[src/rtl/dec_7seg_pkg.sv]
// Shared constants and helpers for the two-digit 7-segment decoder.
// Patterns are active-high, bit order {g,f,e,d,c,b,a}.
package dec_7seg_pkg;

    localparam int SEG_W = 7;

    typedef logic [SEG_W-1:0] seg_t;
    typedef logic [3:0]       bcd_t;

    localparam seg_t SEG_0     = 7'h3F;
    localparam seg_t SEG_1     = 7'h06;
    localparam seg_t SEG_2     = 7'h5B;
    localparam seg_t SEG_3     = 7'h4F;
    localparam seg_t SEG_4     = 7'h66;
    localparam seg_t SEG_5     = 7'h6D;
    localparam seg_t SEG_6     = 7'h7D;
    localparam seg_t SEG_7     = 7'h07;
    localparam seg_t SEG_8     = 7'h7F;
    localparam seg_t SEG_9     = 7'h6F;
    localparam seg_t SEG_BLANK = 7'h00;

    localparam bcd_t TEN = 4'd10;

    // Non-decimal codes map to blank so a bad digit never shows garbage.
    function automatic seg_t seg_encode(input bcd_t bcd);
        seg_t s;
        case (bcd)
            4'd0:    s = SEG_0;
            4'd1:    s = SEG_1;
            4'd2:    s = SEG_2;
            4'd3:    s = SEG_3;
            4'd4:    s = SEG_4;
            4'd5:    s = SEG_5;
            4'd6:    s = SEG_6;
            4'd7:    s = SEG_7;
            4'd8:    s = SEG_8;
            4'd9:    s = SEG_9;
            default: s = SEG_BLANK;
        endcase
        return s;
    endfunction

    // Apply display polarity to an active-high pattern.
    function automatic seg_t seg_pol(input seg_t s, input bit active_low);
        return active_low ? ~s : s;
    endfunction

endpackage

[src/rtl/seg7_digit.sv]
// Combinational BCD-to-segment decoder for one display digit.
// Output already carries the display polarity.
module seg7_digit
    import dec_7seg_pkg::*;
#(
    parameter bit ACTIVE_LOW = 1'b0
) (
    input  logic [3:0] bcd,
    output logic [6:0] seg
);

    // Encode then invert for common-anode parts.
    always_comb begin
        seg = seg_pol(seg_encode(bcd), ACTIVE_LOW);
    end

endmodule

[src/rtl/dec_7seg.sv]
// Binary 0..15 to two registered 7-segment digits (Q2 tens, Q1 ones).
// Outputs are flops only; reset blanks both digits asynchronously.
module dec_7seg
    import dec_7seg_pkg::*;
#(
    parameter bit ACTIVE_LOW = 1'b0,
    parameter bit BLANK_LZ   = 1'b0
) (
    input  logic       clk,
    input  logic       rst,
    input  logic [3:0] D,
    output logic [6:0] Q1,
    output logic [6:0] Q2
);

    localparam seg_t BLANK = seg_pol(SEG_BLANK, ACTIVE_LOW);

    logic       tens;
    logic [3:0] ones_bcd;
    logic [3:0] tens_bcd;
    seg_t       ones_seg;
    seg_t       tens_seg;
    seg_t       q1_next;
    seg_t       q2_next;

    // Split into tens (0/1) and ones (0..9).
    always_comb begin
        tens     = (D >= TEN);
        ones_bcd = tens ? (D - TEN) : D;
        tens_bcd = {3'b000, tens};
    end

    seg7_digit #(
        .ACTIVE_LOW (ACTIVE_LOW)
    ) u_ones (
        .bcd (ones_bcd),
        .seg (ones_seg)
    );

    seg7_digit #(
        .ACTIVE_LOW (ACTIVE_LOW)
    ) u_tens (
        .bcd (tens_bcd),
        .seg (tens_seg)
    );

    // Optional leading-zero blanking on the tens digit only.
    always_comb begin
        q1_next = ones_seg;
        q2_next = tens_seg;
        if (BLANK_LZ && !tens) begin
            q2_next = BLANK;
        end
    end

    // Output registers; blank while in reset.
    always_ff @(posedge clk or posedge rst) begin
        if (rst) begin
            Q1 <= BLANK;
            Q2 <= BLANK;
        end else begin
            Q1 <= q1_next;
            Q2 <= q2_next;
        end
    end

endmodule

[config.mk]
export PLATFORM = sky130hd
export DESIGN_NAME = dec_7seg
export DESIGN_NICKNAME = d
export VERILOG_FILES = /design/src/rtl/dec_7seg_pkg.sv /design/src/rtl/seg7_digit.sv /design/src/rtl/dec_7seg.sv
export SDC_FILE = /design/constraint.sdc
export NUM_CORES = 1
export LEC_CHECK = 0
export ABC_AREA = 0
export ABC_CLOCK_PERIOD_IN_PS = 1100
export CORE_MARGIN = 4
export CORE_UTILIZATION = 48
export CTS_CLUSTER_DIAMETER = 60
export DETAILED_ROUTE_END_ITERATION = 8
export PLACE_DENSITY = 0.82
export SYNTH_ARGS = -nofsm -noshare
export SYNTH_HDL_FRONTEND = slang
export SYNTH_SLANG_ARGS = --single-unit
export TNS_END_PERCENT = 1
[constraint.sdc]
create_clock -name clk -period 1.1 [get_ports clk]
set_input_delay 0.22 -clock clk [delete_from_list [all_inputs] [get_ports clk]]
set_output_delay 0.22 -clock clk [all_outputs]
set_load 0.05 [all_outputs]
**Yosys cells after proc, flatten, opt, wreduce, memory -nomap -nowiden**

Memories as Yosys holds them, arrays and structs flattened. A register that Yosys moved wholly into a read port is not among the register bits.
Cells that the tools add are included.

- Bits in registers: 0
- Latch bits: 0
- Bits in writable memories: 0
- Bits in read-only memories: 224
- Input port bits: 6
- Output and inout port bits: 14
- Memories: 2

- Add/sub/neg operators: 1
- Multipliers: 0
- Divide/modulo/power cells: 0
- Magnitude comparators: 1
- Equality and inequality tests: 0
- Shifts and indexed selects: 0
- Muxes and demuxes: 1
- Bitwise gates (word level): 0
- Reductions and logical operators: 0

Memory list:

| memory | words | width | read ports | clocked after Yosys merged registers in | write ports | RTL line | source |
|---|---|---|---|---|---|---|---|
| (no name shown) | 16 | 7 | 1 | 1 | 0 | dec_7seg_pkg.sv:27 | `case (bcd)` |
| (no name shown) | 16 | 7 | 1 | 1 | 0 | dec_7seg_pkg.sv:27 |  |

Operators with widths:

| kind | number |
|---|---|
| 4-bit greater-or-equal comparator, second input constant | 1 |
| 4-bit two-way mux | 1 |
| 4-bit subtractor, second input constant | 1 |

**Logic depth before layout (Yosys ltp)**

Gate-level depths: netlist of run 1.

- Depth in word-level cells: 2
- Mapped depth: 8

**By module**

A second synthesis of run 1 with hierarchy kept.

- Cells, all modules: 78
- Area, all modules: 820.8 µm²

By module, submodules not included:

| module | times used | cells an instance | area each (µm²) |
|---|---|---|---|
| dec_7seg | 1 | 26 | 417.9 |
| seg7_digit | 2 | 26 | 201.4 |

**Worst setup path before layout of run 1**

Ideal clock, no wire load.

- Path kind: input-to-reg
- Start: in D[1]
- End: reg Q1[1]
- Setup time: 127 ps
- Arrival: 1,361 ps
- Slack: -387 ps
- Stages: 7
- Buffers on the path: 1
- Path through: buf_6 -> inv_1 -> o21ai_0 -> ha_1 -> nor2b_1 -> o31ai_1 -> a2bb2oi_1

- Cells in the longest elaborated chain, start to end: 2

RTL lines:

| what | RTL line | source |
|---|---|---|
| start: declaration | dec_7seg.sv:11 | `input logic [3:0] D,` |
| 4-bit subtractor or 4-bit greater-or-equal comparator (tied branches) | dec_7seg.sv:29, dec_7seg.sv:28 |  |
| 4-bit two-way mux (*) | dec_7seg.sv:29 | `ones_bcd = tens ? (D - TEN) : D;` |
| end: declaration | dec_7seg.sv:12 | `output logic [6:0] Q1,` |

Every way passes the cells marked *; elsewhere a longest branch is shown, timed or not.

**Final worst setup path of run 1**

Ends and elaborated chain as after synthesis.

==> results of run 1 <==
[through the flow]
| step | utilization (%) | area, µm² | hold WS, ns |
|---|---|---|---|
| after floorplan | - | 693 | 0.0479 |
| after global placement | 80.0 | 1040 | 0.487 |
| after detailed placement | 80.0 | 1040 | 0.495 |
| after CTS | 86.2 | 1120 | 0.238 |
| after global routing | 89.9 | 1170 | 0.271 |
| final | 89.9 | 1170 | 0.242 |
[area by class of cell]
cell class | count | area [µm²]
sequential | 9 | 226
fill | 61 | 131
clock buffer | 4 | 26.3
timing repair buffer | 35 | 452
inverter | 5 | 28.8
tap | 15 | 18.8
multi-input combinational | 48 | 418
[flip-flops by register name, summed over array words and instances (netlist names)]
name,cells
Q2,2
Q1,7
[final timing paths]
path                       from     to  slack, ns  cells after the start
max in group asynchronous   rst  Q2[4]       0.58                      2
max                        D[1]  Q1[1]      -0.12                      8
min in group clk           D[2]  Q2[4]       0.36                      3
min                         rst  Q1[5]       0.24                      2
[power breakdown]
group | internal [W] | switching (W) | total [W] | leakage (nW)
logic | 0.000329 | 0.000355 | 0.000684 | 0.391
clock network | 0.000139 | 0.000109 | 0.000249 | 0.0150
registers | 0.000365 | 0.0000350 | 0.000400 | 0.0986
[synthesized netlist by cell type]
library cell and n:
sky130_fd_sc_hd__dfrtp_1 9, sky130_fd_sc_hd__buf_4 6, sky130_fd_sc_hd__a21oi_1 5, sky130_fd_sc_hd__inv_1 5
sky130_fd_sc_hd__o21ai_0 5, sky130_fd_sc_hd__ha_1 4, sky130_fd_sc_hd__a31oi_1 3, sky130_fd_sc_hd__nand2_1 3
sky130_fd_sc_hd__a2bb2oi_1 2, sky130_fd_sc_hd__buf_2 2, sky130_fd_sc_hd__buf_6 2, sky130_fd_sc_hd__conb_1 2
sky130_fd_sc_hd__nand3_1 2, sky130_fd_sc_hd__nand3b_1 2, sky130_fd_sc_hd__nor4_1 2, sky130_fd_sc_hd__o2bb2ai_1 2
sky130_fd_sc_hd__or2b_1 2, sky130_fd_sc_hd__xnor2_1 2, sky130_fd_sc_hd__a211oi_1 1, sky130_fd_sc_hd__a221oi_2 1
sky130_fd_sc_hd__a311oi_1 1, sky130_fd_sc_hd__and3_1 1, sky130_fd_sc_hd__and3_4 1, sky130_fd_sc_hd__nand2b_1 1
sky130_fd_sc_hd__nor2_1 1, sky130_fd_sc_hd__nor2b_1 1, sky130_fd_sc_hd__nor3_1 1, sky130_fd_sc_hd__nor3b_1 1
sky130_fd_sc_hd__o22ai_1 1, sky130_fd_sc_hd__o31ai_1 1
[cell usage in the layout (no fill, tap or decap), types with 2 or more instances in the layout]
cell / Yosys / final
sky130_fd_sc_hd__buf_12: 0 / 13
sky130_fd_sc_hd__nand2_1: 3 / 3
sky130_fd_sc_hd__conb_1: 2 / 2
sky130_fd_sc_hd__dfrtp_1: 9 / 8
sky130_fd_sc_hd__a21oi_1: 5 / 5
sky130_fd_sc_hd__xnor2_1: 2 / 2
sky130_fd_sc_hd__ha_4: 0 / 3
sky130_fd_sc_hd__o21ai_0: 5 / 4
sky130_fd_sc_hd__clkbuf_4: 0 / 3
sky130_fd_sc_hd__a31oi_1: 3 / 3
sky130_fd_sc_hd__nand3b_1: 2 / 2
sky130_fd_sc_hd__buf_4: 6 / 15
sky130_fd_sc_hd__inv_1: 5 / 2
sky130_fd_sc_hd__buf_6: 2 / 4
sky130_fd_sc_hd__or2b_1: 2 / 2
sky130_fd_sc_hd__a2bb2oi_1: 2 / 2
sky130_fd_sc_hd__o2bb2ai_1: 2 / 2
[cells by family after synthesis]
family	share of synthesized area (%)
AO/OA/AOI/OAI	22.7
XOR/XNOR	2.67
adder cells (fa/ha/maj)	7.63
buffers and inverters	14.7
flip-flops	34.4
other	1.15
AND/OR/NAND/NOR	16.8
[routing by layer]
metal,track usage (%),share of wire (%),vias to the layer above
li1,-,-,306
met1,19.3,35,346
met2,36.7,46,87
met3,1.99,12,24
met4,8.77,6.8,0
met5,0,0,-
[what timing repair did]
item | 4_1_cts | 5_1_grt
gates resized for setup | 24 | 9
setup buffers | 3 | 0
pin swaps | 6 | 4
endpoints found under the setup margin | 11 | 7
==> run summary, run 1 <==
Synthesis instantiated 30 different standard cells from the library. On the critical path, the stage with the largest delay is an instance of sky130_fd_sc_hd__o31ai_1. Buffers placed on the I/O ports in this run total 18. The floorplan die width came out at 45.0 µm. The worst setup path is of the in -> reg kind. The area of the die came out at roughly 2000 µm².

The flip-flop and latch count after synthesis came out at 9. At the end of routability-driven placement, the weighted congestion stood at 0.927. The headroom to the max-slew limit came out at 63.0%. Using the TritonRoute via totals, the vias-per-cell ratio works out to 6.58.

The critical path contains buffers and inverters numbering 2 combined. STA classifies the critical path startpoint as a primary input. 0 antenna diodes ended up in the layout. The critical path goes through buf_8, inv_8, nand3_4, o21ai_4, ha_4, nor2b_1, o31ai_1, a2bb2oi_1. On the worst path, the slowest cell contributes a delay of 0.27 ns. The number of ports placed on the die boundary is 20. The global-route wire length before repair came out at 2760 µm. The total overflow reported by the global router came out at 0. The synthesized design devotes to its leading area cell type 34.4% of total area. The critical path required time came out at 1.22 ns. The number of placement rows is 13. The core area is between 1000 and 1500 µm². The number of antenna violations at the first check in global routing is 0.

The path class of the tightest hold or removal check is in -> async. The final reports fail on negative setup slack. Max-cap violations in this run came to 0. The number of failing hold endpoints at the final stage is 0. VDD sags by at most 0.640 mV. The initial core utilization came out at 50.4%. The post-synth net total is between 80 and 90. Derived from the worst setup path, the maximum achievable clock frequency is 817 MHz. Total power for the finished layout comes to 0.00133 W.

The final layout net count came out at between 100 and 150. The aggregate global-route resource usage came out at between 10% and 20%. The Yosys step of the flow raised 0 warnings. The clock-pin transition on the worst setup and hold timing paths came out at 0.06 ns. The clock sink count came out at 9. The die span in y is 45.0 µm. Setup violations remaining at the end of the flow were counted as 7. The overall via count from detail_route came out at 763. The finished layout holds roughly 120 standard cells, fillers aside.

The worst setup margin is -0.125 ns. The tree is rooted in a sky130_fd_sc_hd__clkbuf_4. The total count of max-transition violations in the final report is 0. The number of placed cells counting well taps is 109.

After synthesis, flip-flops and latches occupy 34.4% of the total area. Yosys attributes the largest share of cell area to sky130_fd_sc_hd__dfrtp_1, sky130_fd_sc_hd__ha_1, sky130_fd_sc_hd__buf_4. Power spread over the standard cell area amounts to around 1100 nW/µm². Data arrives at the worst endpoint at 1.34 ns. The aggregate negative setup slack came out at -0.308 ns. The number of global-route vias before repair is 634. The transition time at the pin with the least slew margin is ~0.55 ns. The portion of the clock cycle consumed by the worst path in the final layout came out at 111%. STA classifies the critical path endpoint as a flop.

The placement-stage worst setup slack came out at -0.810 ns. In the final routed layout, each cell accounts on average for 20.0 µm. The synthesized instance count came out at 72. In this run the number of H-tree levels came out at 1.

The TritonCTS clock tree is yes. The cts-stage hold buffer count is 0. The largest driver fanout on the critical path is 4. The combined area of all synthesized cells is approximately 660 µm².

The post-synthesis to final-layout area growth came out at 78.4%. sky130_fd_sc_hd__dfrtp_1 takes more of the synthesized area than any other cell. For this run, design rule violations remaining after detail routing come to 0. Among cell families on the critical path, the largest total delay comes from compound AO/OA/AOI/OAI gates.

The final wirelength is 2320 µm. The run finished, with violations left. The antenna violation net count after detailed routing came out at 0. Buffers inserted during clock tree synthesis total 3. The detailed router finished its first iteration with slightly below 60 violations. The first TritonRoute pass finished after 4 iterations. The post-synthesis area per instance came out at about 9.1 µm². The share of post-route cells with drive strength above 1 is 50.5%. The post-DP HPWL came out at 1240 µm. Setup repair after global routing could not meet its margin everywhere. The clock passes through at most 2 buffers. The leakage power of the design came out at around 0.5 nW. The largest net degree at the start of global routing came out at 14. The post-layout minimum cycle time came out at 1.22 ns.
(Power assumes the default switching activity.)
==> inputs of run 2 (changes only) <==
--- a/config.mk
+++ b/config.mk
@@ -6,13 +6,15 @@
 export NUM_CORES = 1
 export LEC_CHECK = 0
 export ABC_AREA = 0
-export ABC_CLOCK_PERIOD_IN_PS = 1100
+export ABC_CLOCK_PERIOD_IN_PS = 1500
 export CORE_MARGIN = 4
-export CORE_UTILIZATION = 48
+export CORE_UTILIZATION = 52
 export CTS_CLUSTER_DIAMETER = 60
 export DETAILED_ROUTE_END_ITERATION = 8
-export PLACE_DENSITY = 0.82
+export PLACE_DENSITY = 0.83
+export SLEW_MARGIN = 20
 export SYNTH_ARGS = -nofsm -noshare
 export SYNTH_HDL_FRONTEND = slang
+export SYNTH_HIERARCHICAL = 1
 export SYNTH_SLANG_ARGS = --single-unit
 export TNS_END_PERCENT = 1
==> constraint.sdc (replaced) <==
create_clock -name clk -period 1.5 [get_ports clk]
set_input_delay 0.3 -clock clk [delete_from_list [all_inputs] [get_ports clk]]
set_output_delay 0.3 -clock clk [all_outputs]
set_load 0.05 [all_outputs]
==> run 2 against run 1 <==
The flow now finishes without violations. Synthesized cell count up 8.3%. Critical endpoint is now Q2[3]. Final area increased by 21%. Largest power group unchanged. Sequential share of layout area increased by 5.3 points.
==> run summary, run 2 <==
The leakage power of the design came to 0.691 nW (+37%). The met2 capacity usage during global routing is 33.5% (-3.2 points). Counting instances in the post-synthesis netlist gives the leading cell types as sky130_fd_sc_hd__dfrtp_1, sky130_fd_sc_hd__ha_1, sky130_fd_sc_hd__inv_1. The category of the worst setup path launch point is a primary input.

The Yosys warning count came out at 6 (+6). The number of antenna violations at the first check in global routing came to 0 (unchanged). The total number of H-tree levels came out at 1 (unchanged). The final layout net count came out at 145 (+29%). The count of input and output buffers is 19 (+1). The core area was 1510 µm² (+16%). The portion of the clock cycle consumed by the worst path in the final layout came out at 93.0%.

The ratio of routed vias to standard cells came out at 5.52 (-16%). The peak supply drop was 0.544 mV (-15%). The master cell of the clock root buffer is sky130_fd_sc_hd__clkbuf_4.

The number of search-and-repair iterations in the first detailed-routing pass came out at 4 (unchanged). The flow ran to the end, and the final reports show no timing, DRC or antenna violations. The maximum clock rate came out at 717 MHz. The worst setup path is captured at a flop. The share of post-route cells with drive strength above 1 came to 39.2% (-11 points).

The async set-or-reset flop fraction in the synthesized netlist came out at 100% (unchanged). The overall via count from detail_route came out at 778 (+2.0%). The number of clock buffers inserted by TritonCTS came out at 3 (unchanged). The die span in y came to 47.7 µm (+6.2%). The predominant post-synthesis flop cell is sky130_fd_sc_hd__dfrtp_1. The largest net degree at the start of global routing came out at 15 (+1). The synthesized instance count came out at 78 (+8.3%). The aggregate negative setup slack was 0 ns (+0.308 ns).

The final wirelength came out at 2930 µm (+26%). The total count of max-transition violations in the final report was 0 (unchanged). The clock-pin transition on the worst setup and hold timing paths was 0.10 ns (+0.04 ns). The number of placement rows is 14 (+1). The flip-flop and latch count after synthesis is 14 (+5). The post-synthesis area per instance came out at 10.5 µm² (+16%). The transition time at the pin with the least slew margin is 0.523 ns (-0.0304 ns).

The number of buffers between clock root and the deepest sink came out at 2 (unchanged). The global-route track usage on met3 came out at 5.26% (+3.3 points). In the final layout, the registers with the most flip-flops are Q1 (7), Q2 (7).

The post-layout minimum cycle time is 1.40 ns. The count of flip-flops with a built-in enable after synthesis came out at 0 (unchanged). The minimum hold slack was 0.331 ns (+0.0896 ns). The global-route wire length before repair came out at 3020 µm (+9.5%).

sky130_fd_sc_hd__dfrtp_1 takes more of the synthesized area than any other cell. The power per standard cell area came out at 951 nW/µm² (-17%). The post-detailed-route DRC marker count was 0 (unchanged). The number of DRC markers after the initial detailed-route iteration was 28 (-52%). The library cell used most frequently in the layout, excluding fill and tap cells, is sky130_fd_sc_hd__conb_1. The number of failing hold endpoints at the final stage came out at 0 (unchanged). The floorplan die width is 47.7 µm (+6.2%). The area of the die is 2280 µm² (+13%). The headroom to the max-slew limit came to 65.1% (+2.1 points).

The clock sink count was 14 (+5). The initial core utilization is 54.5% (+4.1 points). The most heavily used metal layer in global routing is met2. The endpoint arrival time on the critical path is 1.58 ns (+0.24 ns). The antenna violation net count after detailed routing is 0 (unchanged). The kind of critical path is in -> reg. The worst hold path class is in -> async. The final weighted congestion of routability-driven global placement is 0.790 (-15%).

The total overflow reported by the global router came out at 0 (unchanged). The largest driver fanout on the critical path came out at 6 (+2). The number of ports placed on the die boundary is 20 (unchanged). Yosys attributes the largest share of cell area to sky130_fd_sc_hd__dfrtp_1, sky130_fd_sc_hd__ha_1, sky130_fd_sc_hd__inv_1. The met1 global-route usage is 21.7% (+2.4 points). The post-DP HPWL came to 1490 µm (+20%). In the layout the commonest cells are sky130_fd_sc_hd__conb_1, sky130_fd_sc_hd__dfrtp_1, sky130_fd_sc_hd__buf_12. The number of global-route vias before repair came to 726 (+15%). The layout filler cell count is 42 (-31%). The fraction of post-synthesis cell area in the top cell type by area came to 42.7% (+8.3 points). The TritonCTS clock tree is yes. Setup repair after global routing left no endpoint under its margin. The count of maximum capacitance violations came out at 0 (unchanged). The register area share after synthesis is 42.7% (+8.3 points). The cts-stage hold buffer count is 0 (unchanged). The number of diodes is 0 (unchanged). The area growth from synthesis to layout is 73.0%. The number of library cell types mapped by synthesis is 20 (-33%). The critical path required time came out at 1.68 ns (+0.46 ns). The final-report setup violation count was 0 (-7). The aggregate global-route resource usage is 19.9% (+1.1 points).

The average routed wire per standard cell came out at 20.8 µm (+3.9%). Yosys instantiated no cell more often than sky130_fd_sc_hd__dfrtp_1. The combined area of all synthesized cells was 821 µm² (+25%).
[run 2: report_power, final]
part | internal, W | switching, W
Clock | 0.000148 | 0.000148
Sequential | 0.000420 | 0.0000431
Combinational | 0.000267 | 0.000324
Total | 0.000836 | 0.000515
[run 2: cell families after synthesis]
| kind of cell | after synthesis | synth area share [%] |
|---|---|---|
| xor+xnor | 2 | 2.13 |
| fa+ha+maj | 13 | 19.8 |
| other cells | 1 | 0.457 |
| flops | 14 | 42.7 |
| simple gates | 9 | 7.32 |
| buf+inv | 13 | 5.95 |
| compound gates | 26 | 21.6 |
[run 2: final timing paths]
check / cells past startpoint / start / end / slack [ns]
hold / removal: 2 / rst / Q2[1] / 0.33
setup / recovery: 7 / D[3] / Q2[3] / 0.10
max in group asynchronous: 2 / rst / Q1[3] / 0.81
min in group clk: 4 / D[3] / Q1[2] / 0.74
[run 2: critical path, cell delays in order]
cell and delay [ns]:
sky130_fd_sc_hd__dlygate4sd2_1 0.36, sky130_fd_sc_hd__nor2b_1 0.27, sky130_fd_sc_hd__buf_4 0.16, sky130_fd_sc_hd__ha_1 0.15
sky130_fd_sc_hd__nor2_2 0.05, sky130_fd_sc_hd__o21ai_2 0.16, sky130_fd_sc_hd__o21ai_1 0.13
[run 2: metrics by stage]
step / util [%] / cells / setup slack (ns) / cell area (µm²) / total power (W)
floorplan: - / 93 / 0.0408 / 877 / 0.000715
global placement: 85.5 / 136 / -0.297 / 1290 / 0.000967
detailed placement: 85.5 / 136 / -0.396 / 1290 / 0.000986
CTS: 88.6 / 140 / -0.0110 / 1340 / 0.00126
global route: 94.3 / 141 / 0.102 / 1420 / 0.00140
finish: 94.3 / 141 / 0.105 / 1420 / 0.00135
[run 2: repair_timing]
| item | 4_1_cts | 5_1_grt |
|---|---|---|
| gates resized for setup | 9 | 19 |
| pin swaps | 0 | 8 |
| endpoints found under the setup margin | 9 | 9 |
| setup buffers | 0 | 1 |
[run 2: area by class of cell]
| cell class | instances | area [µm²] | area share, % |
|---|---|---|---|
| well taps | 16 | 20.0 | 1.41 |
| inverters | 13 | 48.8 | 3.44 |
| repair buffers | 28 | 413 | 29.1 |
| clock buffers | 4 | 36.3 | 2.56 |
| multi-input cells | 66 | 552 | 38.9 |
| flip-flops and latches | 14 | 350 | 24.7 |
[run 2: routing by layer]
metal / vias up / share of wire, % / wire length [µm]
met3: 15 / 8.5 / 249
li1: 333 / - / -
met2: 60 / 51 / 1490
met4: 0 / 6.2 / 183
met5: - / 0 / 0
met1: 370 / 35 / 1020
==> inputs of run 3 (changes only) <==
--- a/config.mk
+++ b/config.mk
@@ -12,6 +12,7 @@
 export CTS_CLUSTER_DIAMETER = 60
 export DETAILED_ROUTE_END_ITERATION = 8
 export PLACE_DENSITY = 0.83
+export SKIP_LAST_GASP = 1
 export SLEW_MARGIN = 20
 export SYNTH_ARGS = -nofsm -noshare
 export SYNTH_HDL_FRONTEND = slang
==> run 3 against run 2 <==
The flow now finishes with violations (negative setup slack). Final area did not move. Sequential power barely moved. Flip-flop and latch count did not move. Core utilization did not move. Sequential share of layout area did not move. Clock-buffer cell count did not move. Critical path type unchanged.
==> run summary, run 3 (synthesis results as in run 2) <==
The total non-filler cell area in the finished layout came out at 1420 µm² (unchanged). The total count of max-transition violations in the final report is 0 (unchanged). The layout filler cell count is 42 (unchanged). The final layout net count came out at 145 (unchanged).

The source of the critical timing path is D[3]. The total overflow reported by the global router is 0 (unchanged). The count of maximum capacitance violations is 0 (unchanged). The clock sink count came out at 14 (unchanged).

The delay contributed by the slowest stage of the critical path came out at 0.40 ns (+0.04 ns). The number of antenna violations at the first check in global routing came out at 0 (unchanged). The number of global-route vias before repair came out at 726 (unchanged). The worst hold path belongs to the class in -> async. The clock-pin transition on the worst setup and hold timing paths came out at 0.09 ns (about the same). The placement-stage worst setup slack is -0.396 ns (unchanged). The signal on the critical path passes through dlygate4sd2_1, nor2b_1, buf_4, ha_1, nor2_2, o21ai_2, o21ai_1. The post-layout minimum cycle time is 1.55 ns (+0.155 ns). The number of failing hold endpoints at the final stage is 0 (unchanged).

The number of search-and-repair iterations in the first detailed-routing pass came to 4 (unchanged). The final instance count without filler cells came out at 141 (unchanged). The number of placement rows came out at 14 (unchanged). The core area is 1510 µm² (unchanged).

The post-detailed-route DRC marker count is 0 (unchanged). The worst setup path is launched from a primary input. The number of ports placed on the die boundary is 20 (unchanged). The share of post-route cells with drive strength above 1 was 39.2% (unchanged). The number of buffers between clock root and the deepest sink came out at 2 (unchanged). The headroom to the max-slew limit came out at 65.8% (+0.65 points). TritonCTS built the clock tree. The post-DP HPWL came to 1490 µm (unchanged).

The worst setup path is of the in -> reg kind. The kind of capture point of the worst setup path is a flop. The antenna violation net count after detailed routing came out at 0 (unchanged). The power per standard cell area is 941 nW/µm² (-1.0%). The largest registers in the layout are Q1 (7), Q2 (7). The number of DRC markers after the initial detailed-route iteration is 26 (-7.1%). The overall via count from detail_route came to 748 (-3.9%).

The sum of buffers and inverters on the critical path is 2 (unchanged). The final wirelength is 2750 µm (-6.1%). The aggregate global-route resource usage is 19.9% (unchanged). The cts-stage hold buffer count came out at 0 (unchanged). The number of placed cells counting well taps came out at 136 (unchanged).

The floorplan die width came to 47.7 µm (unchanged). The cell family contributing the most delay on the critical path is buffers and inverters. The top cell types in the final layout, fill and taps aside, are sky130_fd_sc_hd__conb_1, sky130_fd_sc_hd__dfrtp_1, sky130_fd_sc_hd__buf_12. The flow ran to the end, but the final reports show violations.

The count of input and output buffers came out at 19 (unchanged). The cell sitting at the root of the clock tree is a sky130_fd_sc_hd__clkbuf_4. The transition time at the pin with the least slew margin is 0.513 ns (-0.00979 ns). On the critical path, the stage with the largest delay is an instance of sky130_fd_sc_hd__dlygate4sd2_1. The total number of H-tree levels is 1 (unchanged). The minimum hold slack is 0.342 ns (+0.0104 ns). The global-route wire length before repair came to 3020 µm (unchanged). The endpoint arrival time on the critical path is 1.72 ns (+0.14 ns).

The total cell area at the placement stage is 1290 µm² (unchanged). The largest driver fanout on the critical path came out at 6 (unchanged). The portion of the clock cycle consumed by the worst path in the final layout came to 103% (+10 points). The critical path required time was 1.67 ns (about the same). The post-synthesis to final-layout area growth was 73.0% (unchanged).

The peak supply drop is 0.636 mV (+17%). The ratio of routed vias to standard cells was 5.30 (-3.9%). The final-report setup violation count is 1 (+1).

The checks that failed: negative setup slack. The maximum clock rate came out at 645 MHz (-10%). The leading cell type in the layout, fill and taps excluded is sky130_fd_sc_hd__conb_1. The number of clock buffers inserted by TritonCTS came out at 3 (unchanged). The largest net degree at the start of global routing is 15 (unchanged).

The leakage power of the design is 0.691 nW (unchanged). The initial core utilization was 54.5% (unchanged). The average routed wire per standard cell came out at 19.5 µm (-6.1%). The area of the die is 2280 µm² (unchanged). The die span in y is 47.7 µm (unchanged). The worst setup margin came out at -0.0500 ns (-0.155 ns). The number of diodes came out at 0 (unchanged). The final weighted congestion of routability-driven global placement came to 0.790 (unchanged).
-- run 3: cell counts in the layout (fill, tap and decap cells not counted) --
Identical to the previous run, type by type.
-- run 3: what timing repair did --
action                                 in CTS  in global routing
buffers inserted                            0                  1
gates resized for setup                     7                 21
endpoints found under the hold margin       0                  0
pin swaps                                   0                  8
setup endpoints to repair                   9                 10
-- run 3: area by class of cell --
class / instances / area [µm²] / share of cell area [%]
multi-input combinational: 66 / 552 / 38.9
clock buffer: 4 / 36.3 / 2.56
sequential: 14 / 350 / 24.7
timing repair buffer: 28 / 413 / 29.1
inverter: 13 / 48.8 / 3.44
tap: 16 / 20.0 / 1.41
-- run 3: routing by layer --
metal  routed length (µm)  up-vias  GRT usage (%)
met4                   75        0           12.9
met1                 1080      365           21.7
met5                    0        -              0
met2                 1460       36           33.5
li1                     -      336              -
met3                  137       11           5.26
-- run 3: worst paths after layout --
kind,to,cells past startpoint
max,Q2[3],7
min,Q1[5],2
max in group asynchronous,Q2[2],2
min in group clk,Q1[1],6
-- run 3: through the flow --
stage | TNS [ns] | power, W | util (%)
3_5_place_dp | -3.64 | 0.000986 | 85.5
6_report | -0.0500 | 0.00134 | 94.3
2_1_floorplan | 0 | 0.000715 | -
4_1_cts | -0.0724 | 0.00126 | 88.5
3_3_place_gp | -2.73 | 0.000967 | 85.5
5_1_grt | -0.110 | 0.00140 | 94.3
-- run 3: power breakdown --
group          switching, W  total (W)  leakage, nW  internal [W]
Sequential        0.0000420   0.000462        0.166      0.000420
Combinational      0.000317   0.000584        0.504      0.000266
Clock              0.000143   0.000291       0.0210      0.000148
Total              0.000502    0.00134        0.691      0.000835
